--- src/rtl/i2c_pkg.sv ---
// Shared types and constants for the I2C slave controller.
package i2c_pkg;

  typedef enum logic [3:0] {
    IDLE, RX_ADDR1, RX_ADDR2, ACK_ADDR, RX_DATA,
    ACK_DATA, NACK_DATA, TX_DATA, WAIT_MACK, WAIT_STOP
  } state_t;

  localparam logic [4:0] HDR10     = 5'b11110;
  localparam logic       DIR_WRITE = 1'b0;
  localparam logic       DIR_READ  = 1'b1;

endpackage

--- src/rtl/i2c_byte_counter.sv ---
// Saturating data-byte counter with synchronous clear.
module i2c_byte_counter #(
  parameter int CNT_W     = 5,
  parameter int MAX_BYTES = 16
) (
  input  logic             CLK,
  input  logic             RST,
  input  logic             clr,
  input  logic             inc,
  output logic [CNT_W-1:0] count,
  output logic             full
);

  localparam logic [CNT_W-1:0] MAX_CNT = CNT_W'(MAX_BYTES);

  assign full = (count == MAX_CNT);

  always_ff @(posedge CLK or negedge RST) begin
    if (!RST)             count <= '0;
    else if (clr)         count <= '0;
    else if (inc && !full) count <= count + CNT_W'(1);
  end

endmodule

--- src/rtl/i2c_slave_ctrl.sv ---
// I2C slave transfer sequencer: address match (7/10-bit), write data ACK/NACK, read data hand-off.
module i2c_slave_ctrl
  import i2c_pkg::*;
#(
  parameter int ADDR_MODE = 7,
  parameter int MAX_BYTES = 16,
  parameter int CNT_W     = $clog2(MAX_BYTES + 1)
) (
  input  logic             CLK,
  input  logic             RST,
  input  logic             Start_Condition,
  input  logic             Stop_Condition,
  input  logic [9:0]       Slave_Address,
  input  logic             done_receiving,
  input  logic [7:0]       received_byte,
  input  logic             done_ack,
  input  logic             done_sending,
  input  logic             master_ack,
  input  logic [7:0]       data_in,
  input  logic             data_in_vld,
  output logic             byte_receiver_enable,
  output logic             byte_sender_enable,
  output logic             ACK_Gen_enable,
  output logic             ACK_OUT,
  output logic             N_ACK_OUT,
  output logic [7:0]       tx_byte,
  output logic [7:0]       data_out,
  output logic             data_vld,
  output logic             data_req,
  output logic             r_w,
  output logic             busy,
  output logic [CNT_W-1:0] byte_count
);

  state_t state, state_nxt;
  logic   held, hdr_ack, addr10_ok, full, no_bus_ev;

  assign no_bus_ev = !Stop_Condition && !Start_Condition;
  assign busy      = (state != IDLE);

  i2c_byte_counter #(.CNT_W(CNT_W), .MAX_BYTES(MAX_BYTES)) u_cnt (
    .CLK   (CLK),
    .RST   (RST),
    .clr   (Start_Condition && !Stop_Condition),
    .inc   ((state == ACK_DATA && state_nxt == RX_DATA) ||
            (state == TX_DATA  && state_nxt == WAIT_MACK)),
    .count (byte_count),
    .full  (full)
  );

  always_ff @(posedge CLK or negedge RST) begin
    if (!RST) state <= IDLE;
    else      state <= state_nxt;
  end

  always_comb begin
    state_nxt            = state;
    byte_receiver_enable = 1'b0;
    byte_sender_enable   = 1'b0;
    ACK_Gen_enable       = 1'b0;
    ACK_OUT              = 1'b0;
    N_ACK_OUT            = 1'b0;
    if (Stop_Condition)       state_nxt = IDLE;
    else if (Start_Condition) state_nxt = RX_ADDR1;
    else begin
      case (state)
        RX_ADDR1: if (done_receiving) begin
          if (ADDR_MODE == 10) begin
            if (received_byte[7:1] != {HDR10, Slave_Address[9:8]}) state_nxt = WAIT_STOP;
            else if (received_byte[0] == DIR_WRITE)                state_nxt = RX_ADDR2;
            else state_nxt = addr10_ok ? ACK_ADDR : WAIT_STOP;
          end else begin
            state_nxt = (received_byte[7:1] == Slave_Address[6:0]) ? ACK_ADDR : WAIT_STOP;
          end
        end
        RX_ADDR2: if (done_receiving && !hdr_ack)
          state_nxt = (received_byte == Slave_Address[7:0]) ? ACK_ADDR : WAIT_STOP;
        ACK_ADDR:  if (done_ack) state_nxt = (r_w == DIR_READ) ? TX_DATA : RX_DATA;
        RX_DATA:   if (done_receiving) state_nxt = full ? NACK_DATA : ACK_DATA;
        ACK_DATA:  if (done_ack) state_nxt = RX_DATA;
        NACK_DATA: if (done_ack) state_nxt = WAIT_STOP;
        TX_DATA:   if (done_sending && held) state_nxt = WAIT_MACK;
        WAIT_MACK: state_nxt = master_ack ? TX_DATA : WAIT_STOP;
        default:   state_nxt = state;
      endcase
    end
    // The first 10-bit header byte is ACKed from inside RX_ADDR2 before the low address byte is received.
    case (state)
      RX_ADDR1, RX_DATA: byte_receiver_enable = 1'b1;
      RX_ADDR2: if (hdr_ack) begin
        ACK_Gen_enable = 1'b1;
        ACK_OUT        = 1'b1;
      end else byte_receiver_enable = 1'b1;
      ACK_ADDR, ACK_DATA: begin
        ACK_Gen_enable = 1'b1;
        ACK_OUT        = 1'b1;
      end
      NACK_DATA: begin
        ACK_Gen_enable = 1'b1;
        N_ACK_OUT      = 1'b1;
      end
      TX_DATA: byte_sender_enable = held;
      default: ;
    endcase
  end

  always_ff @(posedge CLK or negedge RST) begin
    if (!RST) begin
      r_w       <= 1'b0;
      addr10_ok <= 1'b0;
      data_out  <= '0;
      tx_byte   <= '0;
      data_vld  <= 1'b0;
      data_req  <= 1'b0;
      held      <= 1'b0;
      hdr_ack   <= 1'b0;
    end else begin
      data_vld <= 1'b0;
      data_req <= (state_nxt == TX_DATA) && (state == ACK_ADDR || state == WAIT_MACK);
      if (state == RX_ADDR1 && done_receiving && no_bus_ev) r_w <= received_byte[0];
      if (Stop_Condition) addr10_ok <= 1'b0;
      else if (state == RX_ADDR2 && state_nxt == ACK_ADDR) addr10_ok <= 1'b1;
      if (state_nxt != RX_ADDR2)  hdr_ack <= 1'b0;
      else if (state != RX_ADDR2) hdr_ack <= 1'b1;
      else if (done_ack)          hdr_ack <= 1'b0;
      if (state == RX_DATA && state_nxt == ACK_DATA) begin
        data_out <= received_byte;
        data_vld <= 1'b1;
      end
      if (state_nxt != TX_DATA) held <= 1'b0;
      else if (state == TX_DATA && !held && data_in_vld) begin
        held    <= 1'b1;
        tx_byte <= data_in;
      end
    end
  end

endmodule

--- config.mk ---
export PLATFORM = sky130hd
export DESIGN_NAME = i2c_slave_ctrl
export DESIGN_NICKNAME = d
export VERILOG_FILES = /design/src/rtl/i2c_pkg.sv /design/src/rtl/i2c_byte_counter.sv /design/src/rtl/i2c_slave_ctrl.sv
export SDC_FILE = /design/constraint.sdc
export NUM_CORES = 1
export LEC_CHECK = 0
export CORE_UTILIZATION = 49
export DETAILED_ROUTE_END_ITERATION = 16
export PLACE_DENSITY = 0.86
export SETUP_SLACK_MARGIN = 0.4
export SLEW_MARGIN = 10
export SYNTH_ARGS = -nofsm -noshare
export SYNTH_HDL_FRONTEND = slang
export SYNTH_HIERARCHICAL = 1
export SYNTH_SLANG_ARGS = --single-unit
--- constraint.sdc ---
create_clock -name CLK -period 7.7 [get_ports CLK]
set_clock_uncertainty 0.15 [all_clocks]
set_input_delay 1.54 -clock CLK [delete_from_list [all_inputs] [get_ports CLK]]
set_output_delay 1.54 -clock CLK [all_outputs]
set_load 0.01 [all_outputs]
After elaboration in Yosys (flattened, before gate mapping)
Cells that the tools add are included.
- register bits: 30
- latch bits: 0
- RAM bits: 0
- bits in read-only memories: 0
- input port bits: 35
- output and inout port bits: 30
- logic and storage cells: 87
- memories kept: 0
- $add $sub $neg: 1
- multipliers: 0
- divide/modulo/power cells: 0
- order comparisons: 0
- equality and inequality tests: 18
- shift-type cells: 0
- muxes and demuxes: 30
- bitwise gates (word level): 1
- reduce and logical (&&, ||, !) cells: 28
- operators by type and width (kind ; count):
    4-bit 2-to-1 mux ; 12
    4-bit one-hot mux with 8 select lines ; 1
    4-bit by 3-bit equality test with 1-bit output, second input constant ; 7
    1-bit logical AND ; 13
    1-bit 2-to-1 mux ; 10
    5-bit 2-to-1 mux ; 2
    4-bit by 2-bit equality test with 1-bit output, second input constant ; 2
    4-bit equality test, second input constant ; 2
    8-bit equality test ; 1
    4-bit by 2-bit inequality test with 1-bit output, second input constant ; 2
    7-bit equality test ; 1
    1-bit one-hot mux with 2 select lines ; 3
    5-bit by 1-bit adder with 5-bit output, second input constant ; 1
    5-bit equality test, second input constant ; 1
    1-bit zero test ; 5
    4-bit by 1-bit equality test with 1-bit output, second input constant ; 1
    2-bit 2-to-1 mux ; 2
    4-bit by 3-bit inequality test with 1-bit output, second input constant ; 1
    2-bit nonzero test ; 2
    4-bit nonzero test ; 1
    2-bit OR reduction ; 2
    3-bit nonzero test ; 1
    3-bit OR reduction ; 1
    1-bit logical OR ; 2
    2 further kinds ; 2

Depth between registers and ports, before layout
Gate-level depths: netlist (run 1).
- depth after elaboration: 12
- gate-level depth with buffers: 11
- gate-level depth less buffers: 11

By module
Netlist (run 1), hierarchy kept.
- by module, submodules not included (module ; times used ; cells an instance ; area an instance (µm²) ; sequential area each (µm²)):
    i2c_slave_ctrl ; 1 ; 160 ; 1614.0 ; 625.6
    i2c_byte_counter ; 1 ; 27 ; 280.3 ; 125.1

Least setup slack after synthesis (run 1)
Ideal clock, no wire load.
- kind: input port to flip-flop
- start point: input port Slave_Address[5]
- end point: register u_cnt.count[0]
- setup time: 0.125 ns
- arrival time: 3.589 ns
- data required time: 7.425 ns
- path slack: 3.836 ns
- stages on the path: 9
- buffers on the path: 0
- path through: xor2_1 > nor4_1 > a21oi_1 > a311oi_1 > inv_1 > or3_1 > a211oi_2 > nor2b_2 > mux2_2
- longest elaborated chain between the ends: 11
- elaborated cells between the ends (all ways): 16
- those cells by class: 4 x eq/ne; 7 x mux; 5 x reduce/logical
- ends and longest elaborated chain (what ; RTL line ; source):
    start: declaration ; i2c_slave_ctrl.sv:13 ; input logic [9:0] Slave_Address,
    8-bit equality test or 7-bit equality test (tied branches) ; i2c_slave_ctrl.sv:77, i2c_slave_ctrl.sv:73 ;
    4-bit 2-to-1 mux (on tied branches) ; i2c_slave_ctrl.sv:77, i2c_slave_ctrl.sv:73 ;
    4-bit 2-to-1 mux (on tied branches) ; i2c_slave_ctrl.sv:76, i2c_slave_ctrl.sv:67 ;
    4-bit one-hot mux with 8 select lines * ; i2c_slave_ctrl.sv:66 ; case (state)
    4-bit 2-to-1 mux * ; i2c_slave_ctrl.sv:64 ; else if (Start_Condition) state_nxt = RX_ADDR1;
    4-bit 2-to-1 mux * ; i2c_slave_ctrl.sv:63 ; if (Stop_Condition) state_nxt = IDLE;
    net state_nxt[3] ; i2c_slave_ctrl.sv:35 ; state_t state, state_nxt;
    4-bit by 3-bit equality test with 1-bit output or 4-bit equality test (tied branches) ; i2c_slave_ctrl.sv:45, i2c_slave_ctrl.sv:46 ;
    1-bit logical AND (on tied branches) ; i2c_slave_ctrl.sv:45, i2c_slave_ctrl.sv:46 ;
    1-bit logical OR * ; i2c_slave_ctrl.sv:45 ; .inc ((state == ACK_DATA && state_nxt == RX_DATA) ||
    1-bit logical AND * ; i2c_byte_counter.sv:21 ; else if (inc && !full) count <= count + CNT_W'(1);
    2-bit nonzero test (no source line) * ; -- ;
    end signal: assignment ; i2c_byte_counter.sv:21 ;
    end: declaration ; i2c_byte_counter.sv:10 ; output logic [CNT_W-1:0] count,
The timed path passes the listed nets; every way through them passes the cells marked *.
A chain may end at the register's enable or synchronous reset.

Worst setup path after layout (run 1)
- start point: input port received_byte[7]
- end point: register u_cnt.count[0]
- longest elaborated chain between the ends: 11
- elaborated cells between the ends (all ways): 16
- those cells by class: 4 x eq/ne; 7 x mux; 5 x reduce/logical
- ends and longest elaborated chain (what ; RTL line ; source):
    start: declaration ; i2c_slave_ctrl.sv:15 ; input logic [7:0] received_byte,
    8-bit equality test or 7-bit equality test (tied branches) ; i2c_slave_ctrl.sv:77, i2c_slave_ctrl.sv:73 ;
    4-bit 2-to-1 mux (on tied branches) ; i2c_slave_ctrl.sv:77, i2c_slave_ctrl.sv:73 ;
    4-bit 2-to-1 mux (on tied branches) ; i2c_slave_ctrl.sv:76, i2c_slave_ctrl.sv:67 ;
    4-bit one-hot mux with 8 select lines * ; i2c_slave_ctrl.sv:66 ;
    4-bit 2-to-1 mux * ; i2c_slave_ctrl.sv:64 ;
    4-bit 2-to-1 mux * ; i2c_slave_ctrl.sv:63 ;
    net state_nxt[3] ; i2c_slave_ctrl.sv:35 ;
    4-bit by 3-bit equality test with 1-bit output or 4-bit equality test (tied branches) ; i2c_slave_ctrl.sv:45, i2c_slave_ctrl.sv:46 ;
    1-bit logical AND (on tied branches) ; i2c_slave_ctrl.sv:45, i2c_slave_ctrl.sv:46 ;
    1-bit logical OR * ; i2c_slave_ctrl.sv:45 ;
    1-bit logical AND * ; i2c_byte_counter.sv:21 ;
    2-bit nonzero test (no source line) * ; -- ;
Marks and branches as above.

==> out/results.tsv, run 1 <==
metric	value	unit
outcome	finished clean	
h-tree-depth	2	
tns	0	ps
io_buffers	62	
area_growth	41.7	%
cts.sinks	30	
clk_latency	280	ps
cts-hold-fix-buffers	0	
ir_drop	0.148	mV
ys_top_cells_by_area	dfrtp_1 40%, xor2_1 7.9%, mux2_4 6.3%, mux2_2 5.9%, nor2_1 3.0%	
drc_errors	0	
nets	286	
ys_ff_latch	30	
endpoint_kind	flip-flop	
vias	1693	
ff2ff_path_depth	9	
ys_seq_area_share	39.6	%
period_minus_slack	4550	ps
track_usage	25.0	%
switchingPower	240	uW
cts_resized	0	
pwr_density_cell	267	nW/um2
cts_buffers	5	
final_hold_viol_count	0	
start_util	51.4	%
antenna_found_initial	0	
synth_edf_count	0	
total_power	717	uW
internal_power	477	uW
fmax	0.220	GHz
dr.first_iter.drc_count	154	
hp-class	flip-flop to flip-flop	
synthArstFlopShare	100	%
dieHeight	64.2	um
finalMaxSlewViolations	0	
grt_max_degree	31	
grt_pass1_wl	7870	um
utilization	72.8	%
path_class	primary input to flip-flop	
critPathRequiredTime	7720	ps
io_pins	65	
timing.rr.end	u_cnt/count[0]$_DFFE_PN0P_	
min_to	tx_byte[6]$_DFFE_PN0P_	
grt-ovfl-total	0	
core_area	3690	um2
ant_nets	0	
holdPathStages	1	
synth_cell_types	48	
antenna_cells	0	
max_slew_margin	49.5	%
hp-start	tx_byte[6]$_DFFE_PN0P_	
firstDrtPassIters	4	
combPwrFrac	39.6	%
routed_wirelength	4720	um
die_width	64.2	um
setup_viol	0	
postSynthCellCount	187	
critPathLaunchType	primary input	
finalCritPeriodShare	59.1	%
fp-row-count	22	
synth_ff_type	dfrtp_1	
cts.clk_slew.worst_paths	60	ps
viasPerCell	5.68	
yosys_warnings	6	
power.share.clock	27.8	%
placed_area	2540	um2
cp.arrival	4580	ps
crit_path_max_fanout	4	
cts_root_buf	clkbuf_8	
max_slew.worst_pin.slew	757	ps
r2r_setup_slack	4100	ps
tritoncts	built	
stdcell_area	2680	um2
gp_congestion	0.912	
grt_pass1_vias	1615	
wl_per_cell	15.8	um
swShare	33.5	%
hpwl	3390	um
synth_top_area_share	39.6	%
die_area	4120	um2
rsz0062_at_grt	no	
r2r-start	state[0]$_DFF_PN0_	
avgSynthCellArea	10.1	um2
synthesis.area	1890	um2
drive_above_1_share	14.8	%
seqPwrFrac	32.6	%
leakagePower	0.00115	uW
yosys.area.top_type	dfrtp_1	
max_cap_viol_count	0	
syn-num-nets	224	
post_cts_buffers	0	
cts_buffer_depth	2	
==> through the flow <==
stage	hold WS, ps	worst slack [ps]	std cells
final	359	3150	298
after global routing	381	2960	298
after CTS	363	3220	298
after detailed placement	347	2960	290
after global placement	338	3010	290
after floorplan	401	3840	187
==> worst max-delay path by stage <==
stage | from | end | slack (ps) | cells past startpoint
after floorplan | Slave_Address[5] | u_cnt/count[0]$_DFFE_PN0P_ | 3840 | 9
after global placement | received_byte[6] | u_cnt/count[0]$_DFFE_PN0P_ | 3010 | 10
after global routing | received_byte[7] | u_cnt/count[0]$_DFFE_PN0P_ | 2960 | 10
after CTS | received_byte[6] | u_cnt/count[0]$_DFFE_PN0P_ | 3220 | 10
final | received_byte[7] | u_cnt/count[0]$_DFFE_PN0P_ | 3150 | 10
after detailed placement | received_byte[6] | u_cnt/count[0]$_DFFE_PN0P_ | 2960 | 10
==> kinds of logic after synthesis <==
logic type	share of synthesized area [%]
adder cells (fa/ha/maj)	1.32
flip-flops	39.6
buffers and inverters	3.96
XOR/XNOR	9.71
multiplexers	13.3
AND/OR/NAND/NOR	21.1
AO/OA/AOI/OAI	10.9
==> metal layers <==
metal  global-route usage [%]  vias to the layer above  part of all wire [%]
li1                         -                      799                     -
met1                     32.6                      810                    42
met2                     41.6                       71                    50
met3                     4.11                       13                   6.1
met4                     9.17                        0                   1.9
met5                        0                        -                     0
==> layout by cell type, fill, tap and decap left out, drive strengths merged, types with 3 or more instances in the layout <==
master	Yosys	layout
inv	9	9
mux2	18	18
clkdlybuf4s50	0	62
nand4	4	4
nor3	4	4
o21ai	6	6
nor2b	5	5
nor2	15	15
nand3	3	3
nor4	8	8
dfrtp	30	30
and2	3	3
a31oi	3	3
nand2	12	12
a21oi	6	6
clkbuf	2	6
xnor2	4	4
xor2	17	17
nand2b	3	3
==> sequential cells by signal (all words and copies together) (netlist names) <==
name	flops
data_out	8
tx_byte	8
u_cnt/count	5
state	4
data_req	1
data_vld	1
hdr_ack	1
held	1
r_w	1
==> layout make-up <==
class	instances	area [um2]
Clock inverter	2	60.1
Sequential cell	30	751
Multi-Input combinational cell	140	1070
Clock buffer	6	82.6
Timing Repair Buffer	63	628
Inverter	9	33.8
Tap cell	48	60.1
Fill cell	286	1000
==> worst max-delay path, cell delays in order <==
cell	delay [ps]
clkdlybuf4s50_1	470
xor2_1	170
nor4_1	510
nand2_1	130
a311oi_1	360
inv_1	130
or3_1	340
a211oi_2	330
nor2b_2	250
mux2_2	350
==> cell usage after synthesis (2+ instances only) <==
library cell	number
a31oi_1	3
nand4_1	4
mux2_4	8
buf_2	3
a21oi_1	6
inv_1	9
nor2_1	15
clkbuf_1	2
xor2_1	17
or3_1	2
mux2i_1	2
nor2b_1	4
ha_1	2
nand2b_1	3
o21ai_0	6
nor3_1	3
buf_1	2
mux2_2	10
dfrtp_1	30
nand2_1	12
o2111ai_1	2
nor4bb_1	2
xnor2_1	4
and2_1	2
nand3_1	3
nor4_1	8
nor4b_1	2
==> power groups by stage <==
stage	Clock, uW	Combinational (uW)	Sequential (uW)
3_3_place_gp	0	277	233
3_5_place_dp	0	281	235
2_1_floorplan	0	197	208
4_1_cts	203	283	232
5_1_grt	212	309	241
6_report	199	284	234
No activity file was read; power rests on OpenSTA's default activity.
==> inputs of run 2 (changes only) <==
Settings changed: CORE_UTILIZATION 49 to 45, PLACE_DENSITY 0.86 to 0.79.
Clock period 7.7 ns to 4.26 ns, I/O delays scaled along.
==> run 2 against run 1 <==
Clock power rose by 21%. Via count shrank 1.5%. Critical path depth unchanged. Wire length down 5.7%. First-iteration DRC count decreased by 44%. Count of clock-buffer cells in the layout did not move. Register-to-register slack got worse by 3300 ps. Design area shrank 0.47%. Worst setup slack lost 2500 ps.
==> out/results.tsv, run 2 (synthesis gave the netlist of run 1 again) <==
metric	value	unit	change
final_hold_viol_count	0		unchanged
wl_per_cell	14.8	um	-6.6%
worst_path_max_delay_cell	clkdlybuf4s50_1		
finalCritPeriodShare	85.3	%	
fp-row-count	23		+4.5%
firstDrtPassIters	5		+1
start_util	47.0	%	-4.3 points
period_minus_slack	3630	ps	
max_slew.worst_pin.slew	750	ps	-6.98 ps
ir_drop	0.222	mV	+50%
viasPerCell	5.54		-2.5%
final_common_cell	clkdlybuf4s50_1		
io_buffers	62		unchanged
rsz0062_at_grt	no		
vias	1668		-1.5%
cts_buffers	5		unchanged
path_class	primary input to flip-flop		
antenna_cells	0		unchanged
gp_congestion	0.855		-6.3%
slowest_delay	540	ps	+30 ps
cts.sinks	30		unchanged
crit_path_cell_trace	clkdlybuf4s50_1 -> inv_1 -> nor4_2 -> a21oi_1 -> a311oi_1 -> inv_1 -> or3_1 -> a211oi_2 -> nor2b_2 -> mux2_2		
total_power	1190	uW	+66%
drive_above_1_share	16.7	%	+1.9 points
pwr_density_cell	444	nW/um2	+66%
track_usage	22.3	%	-2.7 points
dieHeight	66.9	um	+4.2%
core_area	4030	um2	+9.2%
antenna_found_initial	0		unchanged
outcome	finished clean		
placed_area	2550	um2	+0.39%
finalMaxSlewViolations	0		unchanged
clk_latency	280	ps	about the same
critPathRequiredTime	4280	ps	-3440 ps
grt_max_degree	31		unchanged
cp_top_family	simple AND/OR/NAND/NOR gates		
grt-ovfl-total	0		unchanged
nets	287		+0.35%
hp-class	flip-flop to flip-flop		
cts_root_buf	clkbuf_8		
area_growth	41.0	%	
drc_errors	0		unchanged
die_width	66.9	um	+4.2%
instances_no_fill	301		+1.0%
io_pins	65		unchanged
h-tree-depth	2		unchanged
critPathLaunchType	primary input		
max_cap_viol_count	0		unchanged
fin_ws	627	ps	-2520 ps
hpwl	3180	um	-6.1%
crit_buf_inv	3		+1
endpoint_kind	flip-flop		
cp.arrival	3650	ps	-930 ps
leakagePower	0.00113	uW	-1.5%
dp_cells	293		+1.0%
grt_pass1_wl	7310	um	-7.1%
cts.clk_slew.worst_paths	70	ps	about the same
fmax	0.275	GHz	
routed_wirelength	4450	um	-5.7%
ant_nets	0		unchanged
grt_pass1_vias	1582		-2.0%
crit_path_max_fanout	4		unchanged
post-place-ws	265	ps	-2690 ps
stdcell_area	2670	um2	-0.47%
tritoncts	built		
die_area	4470	um2	+8.6%
cts_buffer_depth	2		unchanged
max_slew_margin	50.0	%	+0.47 points
setup_viol	0		unchanged
tns	0	ps	unchanged
reg_top3	data_out (8), tx_byte (8), u_cnt/count (5)		
dr.first_iter.drc_count	86		-44%
cpMostUsedCell	inv_1		
final_cell_mix	62 x clkdlybuf4s50_1, 30 x dfrtp_1, 17 x xor2_1, 15 x nor2_1, 12 x nand2_1		
## run 2: layout make-up
class,count,area (um2)
fill,334,1360
multi-input combinational,140,1090
sequential,30,751
timing repair buffer,64,636
clock buffer,6,82.6
tap,50,62.6
inverter,9,33.8
clock inverter,2,12.5
## run 2: final timing paths
check	to	depth (start not counted)	slack, ps	from
hold reg to reg	tx_byte[2]$_DFFE_PN0P_	1	360	tx_byte[2]$_DFFE_PN0P_
max in group asynchronous	data_req$_DFF_PN0_	2	2880	RST
setup reg to reg	u_cnt/count[0]$_DFFE_PN0P_	9	750	state[1]$_DFF_PN0_
min in group asynchronous	data_out[3]$_DFFE_PN0P_	2	800	RST
hold / removal	tx_byte[2]$_DFFE_PN0P_	1	360	tx_byte[2]$_DFFE_PN0P_
setup / recovery	u_cnt/count[0]$_DFFE_PN0P_	10	630	done_receiving
## run 2: worst register-to-register path, stage by stage, from the launching register on
cell and delay [ps]:
dfrtp_1 600, or4_4 620, and2_1 170, a21boi_0 130
a311oi_1 320, inv_1 120, or3_1 330, a211oi_2 360
nor2b_2 260, mux2_2 350
## run 2: per-layer routing
| layer | vias up | share of wire [%] | global-route usage (%) |
|---|---|---|---|
| met3 | 5 | 7.1 | 5.31 |
| met1 | 790 | 44 | 27.7 |
| li1 | 804 | - | - |
| met5 | - | 0 | 0 |
| met4 | 0 | 1.1 | 7.18 |
| met2 | 69 | 48 | 37.5 |
## run 2: stage by stage
stage	utilization [%]	hold slack, ps
final	66.3	359
after global routing	66.3	378
after CTS	65.7	365
after detailed placement	63.3	340
after global placement	63.3	338
after floorplan	-	401
## run 2: where the power goes
group	internal (uW)	leakage, uW	switching, uW
Combinational	292	0.000672	254
Clock	130	0.0000472	111
Sequential	329	0.000413	72.7
## run 2: timing repair
action                     CTS  global route
gates resized for setup      0             4
setup endpoints to repair    0             1
setup buffers                0             0
hold buffers                 0             0
